==> config.mk <==
export PLATFORM = sky130hd
export DESIGN_NAME = cache_set_tags_flat
export DESIGN_NICKNAME = d
export VERILOG_FILES = /design/src/rtl/cache_set_tags_if.sv /design/src/rtl/cache_set_tags.sv /design/src/flat_wrapper.sv
export SDC_FILE = /design/constraint.sdc
export NUM_CORES = 1
export LEC_CHECK = 0
export ABC_AREA = 0
export BUFFER_PORTS_ARGS = -buffer_cell sky130_fd_sc_hd__buf_2
export CORE_AREA = 8 8 163 165
export DETAILED_ROUTE_END_ITERATION = 10
export DIE_AREA = 0 0 171 173
export HOLD_SLACK_MARGIN = 0.1
export PLACE_DENSITY = 0.46
export SYNTH_ARGS = -nofsm -noshare
export SYNTH_HDL_FRONTEND = slang
export SYNTH_SLANG_ARGS = --single-unit
==> constraint.sdc <==
create_clock -name clk -period 8 [get_ports clk]
set_input_delay 1.2 -clock clk [delete_from_list [all_inputs] [get_ports clk]]
set_output_delay 1.2 -clock clk [all_outputs]
set_load 0.1 [all_outputs]
==> src/rtl/cache_set_tags_if.sv <==
// Request/response bundle between the cache controller and the set tag store.
// The controller holds the master modport and the tag store holds the slave modport.
interface cache_set_tags_if #(
   parameter int unsigned WAYS  = 4,
   parameter int unsigned TAG_W = 19
);
   localparam int unsigned WayW = $clog2(WAYS);

   logic             req_valid;
   logic [1:0]       req_op;
   logic [TAG_W-1:0] req_tag;
   logic             rsp_valid;
   logic             rsp_hit;
   logic [WayW-1:0]  rsp_way;
   logic             rsp_evict;
   logic             rsp_evict_dirty;
   logic [TAG_W-1:0] rsp_evict_tag;

   modport master (
      output req_valid, req_op, req_tag,
      input  rsp_valid, rsp_hit, rsp_way, rsp_evict, rsp_evict_dirty, rsp_evict_tag
   );

   modport slave (
      input  req_valid, req_op, req_tag,
      output rsp_valid, rsp_hit, rsp_way, rsp_evict, rsp_evict_dirty, rsp_evict_tag
   );
endinterface

==> src/rtl/cache_set_tags.sv <==
// Tag/metadata store for one N-way set: tag compare, true-LRU victim choice and
// a registered one-cycle response carrying the hit or allocated way and eviction info.
module cache_set_tags #(
   parameter int unsigned WAYS  = 4,
   parameter int unsigned TAG_W = 19
) (
   input  logic            clk,
   input  logic            rst,
   cache_set_tags_if.slave bus,
   output logic [WAYS-1:0] valid_vec,
   output logic [WAYS-1:0] dirty_vec
);
   localparam int unsigned WayW = $clog2(WAYS);

   typedef enum logic [1:0] {OpRead = 2'b00, OpWrite = 2'b01, OpInval = 2'b10, OpClean = 2'b11} op_e;

   logic [WAYS-1:0]  valid_q, valid_d;
   logic [WAYS-1:0]  dirty_q, dirty_d;
   logic [TAG_W-1:0] tag_q [WAYS];
   logic [TAG_W-1:0] tag_d [WAYS];
   logic [WayW-1:0]  age_q [WAYS];
   logic [WayW-1:0]  age_d [WAYS];

   logic             rsp_valid_q, rsp_valid_d;
   logic             rsp_hit_q, rsp_hit_d;
   logic [WayW-1:0]  rsp_way_q, rsp_way_d;
   logic             rsp_evict_q, rsp_evict_d;
   logic             rsp_evict_dirty_q, rsp_evict_dirty_d;
   logic [TAG_W-1:0] rsp_evict_tag_q, rsp_evict_tag_d;

   logic             hit_any;
   logic [WayW-1:0]  hit_way;
   logic             found_inv;
   logic [WayW-1:0]  victim;
   logic             do_touch;
   logic [WayW-1:0]  touch_way;

   always_comb begin
      hit_any = 1'b0;
      hit_way = '0;
      for (int i = 0; i < WAYS; i++) begin
         if (valid_q[i] && (tag_q[i] == bus.req_tag)) begin
            hit_any = 1'b1;
            hit_way = WayW'(i);
         end
      end
   end

   // Empty ways fill lowest-index first; only a full set falls back to the LRU way.
   always_comb begin
      found_inv = 1'b0;
      victim    = '0;
      for (int i = 0; i < WAYS; i++) begin
         if (!found_inv && !valid_q[i]) begin
            found_inv = 1'b1;
            victim    = WayW'(i);
         end
      end
      if (!found_inv) begin
         for (int i = 0; i < WAYS; i++) begin
            if (age_q[i] == WayW'(WAYS - 1)) begin
               victim = WayW'(i);
            end
         end
      end
   end

   always_comb begin
      valid_d           = valid_q;
      dirty_d           = dirty_q;
      tag_d             = tag_q;
      age_d             = age_q;
      rsp_valid_d       = 1'b0;
      rsp_hit_d         = 1'b0;
      rsp_way_d         = '0;
      rsp_evict_d       = 1'b0;
      rsp_evict_dirty_d = 1'b0;
      rsp_evict_tag_d   = '0;
      do_touch          = 1'b0;
      touch_way         = '0;

      if (bus.req_valid) begin
         rsp_valid_d = 1'b1;
         unique case (op_e'(bus.req_op))
            OpRead, OpWrite: begin
               do_touch = 1'b1;
               if (hit_any) begin
                  rsp_hit_d = 1'b1;
                  rsp_way_d = hit_way;
                  touch_way = hit_way;
                  if (op_e'(bus.req_op) == OpWrite) begin
                     dirty_d[hit_way] = 1'b1;
                  end
               end else begin
                  rsp_way_d       = victim;
                  touch_way       = victim;
                  rsp_evict_d     = valid_q[victim];
                  if (valid_q[victim]) begin
                     rsp_evict_dirty_d = dirty_q[victim];
                     rsp_evict_tag_d   = tag_q[victim];
                  end
                  valid_d[victim] = 1'b1;
                  dirty_d[victim] = (op_e'(bus.req_op) == OpWrite);
                  tag_d[victim]   = bus.req_tag;
               end
            end
            OpInval: begin
               if (hit_any) begin
                  rsp_hit_d         = 1'b1;
                  rsp_way_d         = hit_way;
                  rsp_evict_d       = 1'b1;
                  rsp_evict_dirty_d = dirty_q[hit_way];
                  rsp_evict_tag_d   = tag_q[hit_way];
                  valid_d[hit_way]  = 1'b0;
                  dirty_d[hit_way]  = 1'b0;
                  // Close the gap left behind so ages remain a permutation.
                  for (int j = 0; j < WAYS; j++) begin
                     if (age_q[j] > age_q[hit_way]) begin
                        age_d[j] = age_q[j] - WayW'(1);
                     end
                  end
                  age_d[hit_way] = WayW'(WAYS - 1);
               end
            end
            OpClean: begin
               if (hit_any) begin
                  rsp_hit_d         = 1'b1;
                  rsp_way_d         = hit_way;
                  rsp_evict_dirty_d = dirty_q[hit_way];
                  dirty_d[hit_way]  = 1'b0;
               end
            end
            default: ;
         endcase
      end

      if (do_touch) begin
         for (int j = 0; j < WAYS; j++) begin
            if (age_q[j] < age_q[touch_way]) begin
               age_d[j] = age_q[j] + WayW'(1);
            end
         end
         age_d[touch_way] = '0;
      end
   end

   always_ff @(posedge clk) begin
      if (rst) begin
         valid_q           <= '0;
         dirty_q           <= '0;
         for (int i = 0; i < WAYS; i++) begin
            tag_q[i] <= '0;
            age_q[i] <= WayW'(i);
         end
         rsp_valid_q       <= 1'b0;
         rsp_hit_q         <= 1'b0;
         rsp_way_q         <= '0;
         rsp_evict_q       <= 1'b0;
         rsp_evict_dirty_q <= 1'b0;
         rsp_evict_tag_q   <= '0;
      end else begin
         valid_q           <= valid_d;
         dirty_q           <= dirty_d;
         tag_q             <= tag_d;
         age_q             <= age_d;
         rsp_valid_q       <= rsp_valid_d;
         rsp_hit_q         <= rsp_hit_d;
         rsp_way_q         <= rsp_way_d;
         rsp_evict_q       <= rsp_evict_d;
         rsp_evict_dirty_q <= rsp_evict_dirty_d;
         rsp_evict_tag_q   <= rsp_evict_tag_d;
      end
   end

   assign bus.rsp_valid       = rsp_valid_q;
   assign bus.rsp_hit         = rsp_hit_q;
   assign bus.rsp_way         = rsp_way_q;
   assign bus.rsp_evict       = rsp_evict_q;
   assign bus.rsp_evict_dirty = rsp_evict_dirty_q;
   assign bus.rsp_evict_tag   = rsp_evict_tag_q;
   assign valid_vec           = valid_q;
   assign dirty_vec           = dirty_q;
endmodule

==> src/flat_wrapper.sv <==
// flat-port wrapper written by rule: the top's interface ports become plain ports
module cache_set_tags_flat 
#(
   parameter int unsigned WAYS  = 4,
   parameter int unsigned TAG_W = 19
)
  (clk, rst, valid_vec, dirty_vec, bus_req_valid, bus_req_op, bus_req_tag, bus_rsp_valid, bus_rsp_hit, bus_rsp_way, bus_rsp_evict, bus_rsp_evict_dirty, bus_rsp_evict_tag);
  cache_set_tags_if #(.WAYS(WAYS), .TAG_W(TAG_W)) bus_i ();
  input  logic clk;
  input  logic rst;
  output logic [WAYS-1:0] valid_vec;
  output logic [WAYS-1:0] dirty_vec;
  input wire logic [$bits(bus_i.req_valid)-1:0] bus_req_valid;
  input wire logic [$bits(bus_i.req_op)-1:0] bus_req_op;
  input wire logic [$bits(bus_i.req_tag)-1:0] bus_req_tag;
  output wire logic [$bits(bus_i.rsp_valid)-1:0] bus_rsp_valid;
  output wire logic [$bits(bus_i.rsp_hit)-1:0] bus_rsp_hit;
  output wire logic [$bits(bus_i.rsp_way)-1:0] bus_rsp_way;
  output wire logic [$bits(bus_i.rsp_evict)-1:0] bus_rsp_evict;
  output wire logic [$bits(bus_i.rsp_evict_dirty)-1:0] bus_rsp_evict_dirty;
  output wire logic [$bits(bus_i.rsp_evict_tag)-1:0] bus_rsp_evict_tag;
  assign bus_i.req_valid = bus_req_valid;
  assign bus_i.req_op = bus_req_op;
  assign bus_i.req_tag = bus_req_tag;
  assign bus_rsp_valid = bus_i.rsp_valid;
  assign bus_rsp_hit = bus_i.rsp_hit;
  assign bus_rsp_way = bus_i.rsp_way;
  assign bus_rsp_evict = bus_i.rsp_evict;
  assign bus_rsp_evict_dirty = bus_i.rsp_evict_dirty;
  assign bus_rsp_evict_tag = bus_i.rsp_evict_tag;
  cache_set_tags #(.WAYS(WAYS), .TAG_W(TAG_W)) u_core (.clk(clk), .rst(rst), .bus(bus_i), .valid_vec(valid_vec), .dirty_vec(dirty_vec));
endmodule
==> flow_metrics.env <==
export IMPL_floorplan_initialDensity_pct=31.3
export IMPL_p_leak_nw=3.60
export IMPL_skew_ps=9.60
export IMPL_yosysSeqAreaShare_pct=31.2
export IMPL_cap_violations=0
export IMPL_ant_nets=0
export IMPL_synth_main_ff_cell="dfxtp_1"
export IMPL_arrival_ps=5400
export IMPL_synth_area_leaders="dfxtp_1, mux2i_1, nor2_1, mux4_2, xnor2_1"
export IMPL_dr_pass1_iters=5
export IMPL_port_buffers=56
export IMPL_vdd_drop_max_uv=124
export IMPL_synth_top_area_share_pct=31.2
export IMPL_switching_share_pct=26.4
export IMPL_die_h_um=173
export IMPL_crit_type="input pin to flop"
export IMPL_comb_power_share_pct=9.5
export IMPL_avgSynthCellArea_um2=8.57
export IMPL_drc=0
export IMPL_p_clk_share_pct=52.5
export IMPL_grt_pass1_wl_um=39000
export IMPL_slew_violations=0
export IMPL_switchingPower_mw=0.418
export IMPL_drt_iter0_drc=488
export IMPL_finalHoldViolCount=0
export IMPL_core_um2=24000
export IMPL_place_congestion=0.905
export IMPL_setup_tns_final_ps=0
export IMPL_numCtsBuffers=17
export IMPL_ys_types=69
export IMPL_synth_async_reset_ratio_pct=0
export IMPL_status="complete, no violations"
export IMPL_power_density_nw_per_um2=185
export IMPL_ff2ff_path_depth=14
export IMPL_cts_hold_buf=0
export IMPL_slowest_delay_ps=650
export IMPL_netlist_area_um2=7500
export IMPL_critPathCaptureType="flop"
export IMPL_tightest_slew_ps=1140
export IMPL_p_total_mw=1.58
export IMPL_path_max_fanout=40
export IMPL_synth_most_common_cell="nor2_1"
export IMPL_syn_nets=912
export IMPL_yosysWarnings=0
export IMPL_hpwl_um=17400
export IMPL_num_vias=6576
export IMPL_antenna_found_initial=1
export IMPL_cts_resized_gates=0
export IMPL_relSlewSlack_pct=23.1
export IMPL_nNetsFinal=931
export IMPL_grt_start_max_net_pins=80
export IMPL_die_area_um2=29600
export IMPL_power_internal_mw=1.17
export IMPL_cts_path_max_buffers=2
export IMPL_critical_path_slowest_cell="nand2_2"
export IMPL_grt_overflow=0
export IMPL_synth_common_cells="nor2_1, dfxtp_1, mux2i_1, a21oi_1, xnor2_1"
export IMPL_area_delta_synth_final_pct=14.0
export IMPL_clk_pin_slew_worst_paths_ps=60
export IMPL_pwr_share_seq_pct=38.1
export IMPL_max_freq_mhz=196
export IMPL_wl_per_cell_um=20.5
export IMPL_r2r_start="u_core.tag_q[32]$_SDFFE_PP0P_"
export IMPL_rsz0062_at_grt="false"
export IMPL_grt_pass1_vias=6308
export IMPL_ys_ff_latch=117
export IMPL_synth_edf_count=0
export IMPL_reg2reg_slack_ps=3480
export IMPL_required_ps=8310
export IMPL_critPathLaunch="bus_req_tag[13]"
export IMPL_hold_ws_ps=517
export IMPL_crit_chain="buf_2, xnor2_1, nand4_1, nor4b_1, nand2_2, o21ai_0, nand2_1, a21oi_1, nor2_1, a221o_1, ha_1, nor3_1, a211o_1, or3_1, a31o_1"
export IMPL_cp_start_kind="input pin"
export IMPL_grt_use_total_pct=17.2
export IMPL_clkLatencyLatePin_ps=420
export IMPL_whs_path_depth=2
export IMPL_min_path_type="flop to flop"
export IMPL_period_minus_slack_ps=5100
export IMPL_ioPinCount=57
export IMPL_cp_top_family="simple AND/OR/NAND/NOR gates"
export IMPL_die_w_um=171
export IMPL_cp_depth=15
export IMPL_vias_per_cell=5.34
export IMPL_h_tree_depth=4
export IMPL_wl_um=25200
export IMPL_antennaDiodeCount=0
export IMPL_crit_path_end="u_core.age_q[3]$_SDFF_PP1_"
export IMPL_setup_viol=0
export IMPL_cts_setup_buffers=0
export IMPL_finalCritPeriodShare_pct=63.7
export IMPL_drive_gt1_share_pct=15.8
export IMPL_root_buffer="clkbuf_16"
export IMPL_clock_sinks=117
export IMPL_crit_buf_inv=1
export IMPL_yosys_area_top_type="dfxtp_1"
export IMPL_syn_inst=876
export IMPL_cts_tree="done"
export IMPL_rows=57
export IMPL_reg2reg_to="u_core.age_q[3]$_SDFF_PP1_"
-- stage by stage --
stage / utilization (%) / cell area (um^2) / instances / setup slack, ps
2_1_floorplan: - / 7500 / 876 / 3590
3_3_place_gp: 33.1 / 7930 / 1200 / 2600
3_5_place_dp: 33.1 / 7930 / 1200 / 2490
4_1_cts: 35.7 / 8560 / 1231 / 2900
5_1_grt: 35.7 / 8560 / 1231 / 2590
6_report: 35.7 / 8560 / 1231 / 2900
-- power by group through the flow --
stage | Clock, mW | Combinational (mW) | Sequential (mW)
after floorplan | 0 | 0.106 | 0.620
after global placement | 0 | 0.149 | 0.615
after detailed placement | 0 | 0.150 | 0.615
after CTS | 0.847 | 0.150 | 0.602
after global routing | 0.881 | 0.162 | 0.604
final | 0.831 | 0.150 | 0.603
-- state kept, by name (all words and copies together), names as in the netlist --
signal	count
u_core.dirty_vec	4
u_core.bus.rsp_hit	1
u_core.tag_q	76
u_core.age_q	8
u_core.bus.rsp_way	2
u_core.bus.rsp_evict	1
u_core.bus.rsp_evict_dirty	1
u_core.bus.rsp_evict_tag	19
u_core.valid_vec	4
u_core.bus.rsp_valid	1
-- worst min path at each step --
stage / start / endpoint
floorplan: u_core.tag_q[36]$_SDFFE_PP0P_ / u_core.tag_q[36]$_SDFFE_PP0P_
global placement: u_core.dirty_vec[3]$_SDFFE_PP0P_ / u_core.dirty_vec[3]$_SDFFE_PP0P_
detailed placement: u_core.dirty_vec[1]$_SDFFE_PP0P_ / u_core.dirty_vec[1]$_SDFFE_PP0P_
CTS: u_core.dirty_vec[1]$_SDFFE_PP0P_ / u_core.dirty_vec[1]$_SDFFE_PP0P_
global route: u_core.dirty_vec[1]$_SDFFE_PP0P_ / u_core.dirty_vec[1]$_SDFFE_PP0P_
finish: u_core.dirty_vec[1]$_SDFFE_PP0P_ / u_core.dirty_vec[1]$_SDFFE_PP0P_
-- layout by cell type (no fill, tap or decap), types with 12 or more instances in the layout --
| cell | count |
|---|---|
| mux4_2 | 20 |
| nand4_1 | 29 |
| buf_4 | 13 |
| nand3_1 | 17 |
| mux2i_1 | 95 |
| dfxtp_1 | 117 |
| o21ai_0 | 18 |
| a211oi_1 | 22 |
| ha_1 | 12 |
| xor2_1 | 24 |
| nand2_1 | 38 |
| a21oi_1 | 62 |
| nor2_1 | 168 |
| xnor2_1 | 50 |
| buf_2 | 56 |
| nor3_1 | 15 |
| nor4_1 | 18 |
| clkbuf_16 | 17 |
| inv_1 | 13 |
-- worst reg2reg max path, delay by kind of cell (launching register included) --
kind,cells,cell delay (ps)
and+or+nand+nor,7,1980
AOI/OAI and AO/OA,5,1460
DFF,1,350
adders and majority gates,1,320
xor gates and xnor gates,1,290
-- logic make-up (layout without fill, tap and decap cells) --
logic type               Yosys count  in the layout  share of synthesized area, %
buffers and inverters             82            113                          5.54
flip-flops                       117            117                          31.2
XOR/XNOR                          76             76                          9.07
AO/OA/AOI/OAI                    144            144                          12.2
adder cells (fa/ha/maj)           15             15                          2.40
multiplexers                     118            118                          19.1
AND/OR/NAND/NOR                  324            324                          20.5
-- cell type report --
type,instances,area (um^2)
Clock buffer,17,425
Clock inverter,14,200
Fill cell,2577,15400
Inverter,13,48.8
Multi-Input combinational cell,677,4760
Sequential cell,117,2340
Tap cell,324,405
Timing Repair Buffer,69,378
-- layer usage --
metal / routed length [um] / GRT usage [%] / vias up
li1: - / - / 3194
met2: 11900 / 27.4 / 145
met1: 11700 / 22.6 / 3205
met4: 378 / 4.02 / 2
met3: 1220 / 4.67 / 30
met5: 13 / 0 / -
(Power assumes the default switching activity.)
